<file path="src/rtl/rom_fetch_pkg.sv">
`default_nettype none
// +-----------------------------------------------------------------------+
// | rom_fetch_pkg : shared types and constants for rom_line_fetcher        |
// | Rev 1.0                                                               |
// +-----------------------------------------------------------------------+
package rom_fetch_pkg;

  typedef enum logic [2:0] {
    IDLE = 3'd0,
    GAP  = 3'd1,
    BUS  = 3'd2,
    DONE = 3'd3,
    ERR  = 3'd4
  } state_t;

  localparam logic [2:0] CTI_CLASSIC = 3'b000;
  localparam logic [2:0] CTI_INCR    = 3'b010;
  localparam logic [2:0] CTI_EOB     = 3'b111;

  function automatic int unsigned LINE_BYTES(input int unsigned wid, input int unsigned beats);
    return (wid / 8) * beats;
  endfunction

endpackage
`default_nettype wire

</file>
<file path="src/rtl/rom_line_fetcher_if.sv">
`default_nettype none
// +-----------------------------------------------------------------------+
// | rom_line_fetcher_if : request side and Wishbone side of the fetcher   |
// | Rev 1.0                                                               |
// +-----------------------------------------------------------------------+
interface rom_line_fetcher_if #(
  parameter int WID   = 128,
  parameter int BEATS = 4
);
  logic                   req_i;
  logic [17:0]            req_adr_i;
  logic                   busy_o;
  logic                   line_vld_o;
  logic [WID*BEATS-1:0]   line_o;
  logic                   err_o;
  logic                   cyc_o;
  logic                   stb_o;
  logic [2:0]             cti_o;
  logic [17:0]            adr_o;
  logic [WID-1:0]         dat_i;
  logic                   ack_i;

  modport master (
    input  req_i, req_adr_i, dat_i, ack_i,
    output busy_o, line_vld_o, line_o, err_o, cyc_o, stb_o, cti_o, adr_o
  );

  modport slave (
    output req_i, req_adr_i, dat_i, ack_i,
    input  busy_o, line_vld_o, line_o, err_o, cyc_o, stb_o, cti_o, adr_o
  );
endinterface
`default_nettype wire

</file>
<file path="src/rtl/rom_line_fetcher.sv">
`default_nettype none
// +-----------------------------------------------------------------------+
// | rom_line_fetcher : Wishbone incrementing-burst master, one cache line |
// | Rev 1.0                                                               |
// +-----------------------------------------------------------------------+
module rom_line_fetcher
  import rom_fetch_pkg::*;
#(
  parameter int WID   = 128,
  parameter int BEATS = 4,
  parameter int TMO   = 255
) (
  input  wire logic             clk_i,
  input  wire logic             rst_ni,
  rom_line_fetcher_if.master    bus
);

  localparam int              c_BEAT_W     = $clog2(BEATS);
  localparam int              c_LINE_BYTES = LINE_BYTES(WID, BEATS);
  localparam logic [17:0]     c_ALIGN_MASK = 18'(c_LINE_BYTES - 1);
  localparam logic [17:0]     c_STEP       = 18'(WID / 8);
  localparam logic [c_BEAT_W-1:0] c_LAST   = c_BEAT_W'(BEATS - 1);
  localparam logic [7:0]      c_TMO_LAST   = 8'(TMO - 1);

  state_t                r_state;
  logic [c_BEAT_W-1:0]   r_beat;
  logic [7:0]            r_tmo;
  logic [WID-1:0]        r_line [BEATS];
  logic                  r_cyc;
  logic                  r_busy;
  logic                  r_vld;
  logic                  r_err;
  logic [2:0]            r_cti;
  logic [17:0]           r_adr;

  logic [c_BEAT_W-1:0]   w_beat_nxt;

  assign w_beat_nxt = r_beat + 1'b1;

  always_ff @(posedge clk_i or negedge rst_ni) begin
    if (!rst_ni) begin
      r_state <= IDLE;
      r_beat  <= '0;
      r_tmo   <= '0;
      r_cyc   <= 1'b0;
      r_busy  <= 1'b0;
      r_vld   <= 1'b0;
      r_err   <= 1'b0;
      r_cti   <= CTI_CLASSIC;
      r_adr   <= '0;
      for (int i = 0; i < BEATS; i++) begin
        r_line[i] <= '0;
      end
    end else begin
      r_vld <= 1'b0;
      r_err <= 1'b0;
      case (r_state)
        IDLE: begin
          if (bus.req_i) begin
            r_adr   <= bus.req_adr_i & ~c_ALIGN_MASK;
            r_cyc   <= 1'b1;
            r_busy  <= 1'b1;
            r_cti   <= (BEATS == 1) ? CTI_EOB : CTI_INCR;
            r_beat  <= '0;
            r_tmo   <= '0;
            r_state <= BUS;
          end
        end
        BUS: begin
          if (bus.ack_i) begin
            r_line[r_beat] <= bus.dat_i;
            r_adr          <= r_adr + c_STEP;
            r_tmo          <= '0;
            if (r_beat == c_LAST) begin
              // Drop the select on the final ack so the slave sees a fresh edge next fill.
              r_cyc   <= 1'b0;
              r_cti   <= CTI_CLASSIC;
              r_beat  <= '0;
              r_vld   <= 1'b1;
              r_state <= DONE;
            end else begin
              r_beat <= w_beat_nxt;
              r_cti  <= (w_beat_nxt == c_LAST) ? CTI_EOB : CTI_INCR;
            end
          end else if (r_tmo == c_TMO_LAST) begin
            r_cyc   <= 1'b0;
            r_cti   <= CTI_CLASSIC;
            r_tmo   <= r_tmo + 8'd1;
            r_err   <= 1'b1;
            r_state <= ERR;
          end else begin
            r_tmo <= r_tmo + 8'd1;
          end
        end
        DONE, ERR: r_state <= GAP;
        GAP: begin
          r_busy  <= 1'b0;
          r_state <= IDLE;
        end
        default: r_state <= IDLE;
      endcase
    end
  end

  for (genvar i = 0; i < BEATS; i++) begin : g_line
    assign bus.line_o[i*WID +: WID] = r_line[i];
  end

  assign bus.busy_o     = r_busy;
  assign bus.line_vld_o = r_vld;
  assign bus.err_o      = r_err;
  assign bus.cyc_o      = r_cyc;
  assign bus.stb_o      = r_cyc;
  assign bus.cti_o      = r_cti;
  assign bus.adr_o      = r_adr;

endmodule
`default_nettype wire

</file>
<file path="src/flat_wrapper.sv">
// flat-port wrapper written by rule: the top's interface ports become plain ports
module rom_line_fetcher_flat import rom_fetch_pkg::*;
#(
  parameter int WID   = 128,
  parameter int BEATS = 4,
  parameter int TMO   = 255
)
  (clk_i, rst_ni, bus_req_i, bus_req_adr_i, bus_dat_i, bus_ack_i, bus_busy_o, bus_line_vld_o, bus_line_o, bus_err_o, bus_cyc_o, bus_stb_o, bus_cti_o, bus_adr_o);
  rom_line_fetcher_if #(.WID(WID), .BEATS(BEATS)) bus_i ();
  input  wire logic clk_i;
  input  wire logic rst_ni;
  input wire logic [$bits(bus_i.req_i)-1:0] bus_req_i;
  input wire logic [$bits(bus_i.req_adr_i)-1:0] bus_req_adr_i;
  input wire logic [$bits(bus_i.dat_i)-1:0] bus_dat_i;
  input wire logic [$bits(bus_i.ack_i)-1:0] bus_ack_i;
  output wire logic [$bits(bus_i.busy_o)-1:0] bus_busy_o;
  output wire logic [$bits(bus_i.line_vld_o)-1:0] bus_line_vld_o;
  output wire logic [$bits(bus_i.line_o)-1:0] bus_line_o;
  output wire logic [$bits(bus_i.err_o)-1:0] bus_err_o;
  output wire logic [$bits(bus_i.cyc_o)-1:0] bus_cyc_o;
  output wire logic [$bits(bus_i.stb_o)-1:0] bus_stb_o;
  output wire logic [$bits(bus_i.cti_o)-1:0] bus_cti_o;
  output wire logic [$bits(bus_i.adr_o)-1:0] bus_adr_o;
  assign bus_i.req_i = bus_req_i;
  assign bus_i.req_adr_i = bus_req_adr_i;
  assign bus_i.dat_i = bus_dat_i;
  assign bus_i.ack_i = bus_ack_i;
  assign bus_busy_o = bus_i.busy_o;
  assign bus_line_vld_o = bus_i.line_vld_o;
  assign bus_line_o = bus_i.line_o;
  assign bus_err_o = bus_i.err_o;
  assign bus_cyc_o = bus_i.cyc_o;
  assign bus_stb_o = bus_i.stb_o;
  assign bus_cti_o = bus_i.cti_o;
  assign bus_adr_o = bus_i.adr_o;
  rom_line_fetcher #(.WID(WID), .BEATS(BEATS), .TMO(TMO)) u_core (.clk_i(clk_i), .rst_ni(rst_ni), .bus(bus_i));
endmodule
</file>
<file path="config.mk">
export PLATFORM = sky130hd
export DESIGN_NAME = rom_line_fetcher_flat
export DESIGN_NICKNAME = d
export VERILOG_FILES = /design/src/rtl/rom_fetch_pkg.sv /design/src/rtl/rom_line_fetcher_if.sv /design/src/rtl/rom_line_fetcher.sv /design/src/flat_wrapper.sv
export SDC_FILE = /design/constraint.sdc
export NUM_CORES = 1
export LEC_CHECK = 0
export BUFFER_PORTS_ARGS = -buffer_cell sky130_fd_sc_hd__buf_2
export CORE_AREA = 2 2 271 273
export CTS_CLUSTER_DIAMETER = 80
export DETAILED_ROUTE_END_ITERATION = 7
export DIE_AREA = 0 0 273 275
export HOLD_SLACK_MARGIN = 0.03
export PLACE_DENSITY = 0.56
export SLEW_MARGIN = 10
export SYNTH_ARGS = -nofsm -noshare
export SYNTH_HDL_FRONTEND = slang
export SYNTH_SLANG_ARGS = --single-unit
</file>
<file path="constraint.sdc">
create_clock -name clk_i -period 2.61 [get_ports clk_i]
set_input_delay 0.1305 -clock clk_i [delete_from_list [all_inputs] [get_ports clk_i]]
set_output_delay 0.1305 -clock clk_i [all_outputs]
set_load 0.01 [all_outputs]
</file>
==> impl_metrics.toml <==
[timing]
setup_viol = 0
tns_ns = 0
slew_headroom_pct = 48.3
slew_viol_final = 0
finalHoldViolations = 0
fin_skew_ns = 0.0123
hold_slack_ns = 0.154
max_freq_mhz = 445
grt_setup_unrepaired = "no"
finalCritPeriodShare_pct = 86.1
period_needed_ns = 2.25
tightest_slew_ns = 0.775

[logic_synthesis]
synthFlopType = "dfrtp_1"
synth.ff_latch_count = 545
ys_warn_count = 0
synth_area_mm2 = 0.0214
ys_top_cells_by_area = "dfrtp_1 64%, mux2_2 21%, mux2_4 7.0%"
synth.top_cell.area_share_pct = 63.6
ys_types = 49
async_reset_ff_share_pct = 100
synthCells = 1286
synth-seq-area-share_pct = 63.6
syn_area_per_cell_um2 = 16.7
synth_top_area_cell = "dfrtp_1"
synth_edf_count = 0

[layout]
antenna-diode-count = 0
layout_common_cells = "676 x buf_2, 545 x dfrtp_1, 396 x mux2_2"
layout.nets = 2302
layout.cells.non_filler = 3152
final_cell_area_mm2 = 0.0295
layout-drive-gt1-share_pct = 60.9
areaGrowthSynthToFinish_pct = 37.6
nFillCells = 6761
seqCellArea_mm2 = 0.0136
final_common_cell = "buf_2"
multi_input_area_mm2 = 0.00714
utilization_pct = 40.8

[clocking]
cts_sinks = 545
cts_resized = 0
clkLatencyLatePin_ns = 0.60
cts_tree = "done"
clk_pin_slew_ns = 0.06
cts_setup_buffers = 0
cts_made_buffers = 61
cts_root_buffer = "clkbuf_16"
cts_hold_buf = 143
cts.path.max_buffers = 3
h-tree-depth = 2

[grt]
grt_remaining_overflow = 0
grt_pass1_vias = 14825
grt_first_pass_wirelength_um = 90400
antenna_found_initial = 1
grtUsageTotal_pct = 15.4
grt_max_degree = 85

[route]
dr.pass1.iters = 5
avgRoutedWirePerCell_um = 19.3
ant_nets = 0
drc_errors = 0
wirelength_um = 60800
vias = 14069
drt-initial-drc-count = 473
via_per_inst = 4.46

[floorplanning]
core_area_mm2 = 0.0723
fp.dieW_um = 273
io_pins = 688
dieArea_mm2 = 0.0751
rows = 99
die_y_um = 275
start_util_pct = 29.6

[worst_setup_path]
critPathKind = "reg -> reg"
crit_path_max_fanout = 43
r2r_start = "u_core.r_state[0]"
worst_setup_path_end_kind = "flop"
critPathArrivalTime_ns = 2.73
cp.required_ns = 3.09
critPathLaunch = "u_core.r_state[0]"
cp-start-kind = "flop"

[min_path]
hold_path_class = "in -> async"

[run]
max_cap_violations = 0

[placement]
dp_hpwl_um = 43600
place_inst = 2898
routabilityCongestion = 0.827
placed_area_mm2 = 0.0260
io_buffers = 677

[outcome]
status = "completed"

[pwr]
leakagePower_nw = 14.6
power_density_mw_per_mm2 = 1300
ir_drop_mv = 0.667
layer usage:
layer	up-vias	track usage (%)	wire (um)
met5	-	0	0
met4	0	5.13	1690
met3	101	4.38	4650
met2	501	26.9	30500
met1	7170	18.3	24000
li1	6297	-	-
Yosys cell counts (all sizes together), types with 2 or more instances:
cell type	instances
inv	6
buf	66
mux2	513
nor3	3
o22ai	4
o31ai	2
and3	2
nand2	24
a2bb2oi	2
nor2	13
a21boi	2
nand2b	2
a41o	3
o21ai	16
and2	2
o21a	2
clkbuf	8
and4	3
dfrtp	545
a21oi	19
a22o	2
nand4	10
ha	7
or4	2
nand3	9
xor2	5
logic make-up after synthesis:
| kind of cell | count (synthesis) | share of synthesized area, % |
|---|---|---|
| xor+xnor | 5 | 0.204 |
| buf+inv | 80 | 3.43 |
| flops | 545 | 63.6 |
| simple gates | 77 | 1.94 |
| fa+ha+maj | 7 | 0.408 |
| compound gates | 58 | 1.71 |
| mux | 513 | 28.7 |
| other cells | 1 | 0.0175 |
cell type report:
cell class / count / share of cell area (%)
inverter: 6 / 0.0763
sequential: 545 / 46.2
multi-input combinational: 664 / 24.2
timing repair buffer: 867 / 18.2
clock inverter: 29 / 1.24
clock buffer: 82 / 5.95
tap: 959 / 4.07
path summary, 6_finish.rpt:
| kind | cells past startpoint | end | slack [ns] |
|---|---|---|---|
| max | 6 | u_core.bus.line_o[415] | 0.36 |
| min | 2 | u_core.bus.line_o[481] | 0.15 |
| max reg2reg | 6 | u_core.bus.line_o[415] | 0.36 |
| min reg2reg | 1 | u_core.bus.line_o[472] | 0.49 |
| max in group asynchronous | 3 | u_core.bus.line_o[401] | 1.42 |
| min in group clk_i | 3 | u_core.bus.line_o[496] | 0.34 |
through the flow:
stage	total power [W]	worst slack (ns)
2_1_floorplan	0.0229	0.803
3_3_place_gp	0.0292	0.388
3_5_place_dp	0.0295	0.329
4_1_cts	0.0388	0.333
5_1_grt	0.0405	0.243
6_report	0.0383	0.363
registers in the layout, summed over array words and instances, names as in the netlist, 2 cells and up:
name	flops
u_core.r_state	3
u_core.r_tmo	8
u_core.r_beat	2
u_core.bus.adr_o	14
u_core.bus.line_o	512
u_core.bus.cti_o	2
critical path: stages (launching register included):
cell and delay (ns):
dfrtp_1 0.52, nor4bb_4 0.39, buf_12 0.20, nand2_4 0.13, inv_2 0.16, buf_12 0.27
mux2_2 0.38
report_power, final:
group | total (W) | internal, W | switching [W]
clock network | 0.00890 | 0.00541 | 0.00349
registers | 0.0148 | 0.0126 | 0.00219
logic | 0.0147 | 0.00750 | 0.00716
total | 0.0383 | 0.0255 | 0.0128
Power figures use the tool's default switching activity.
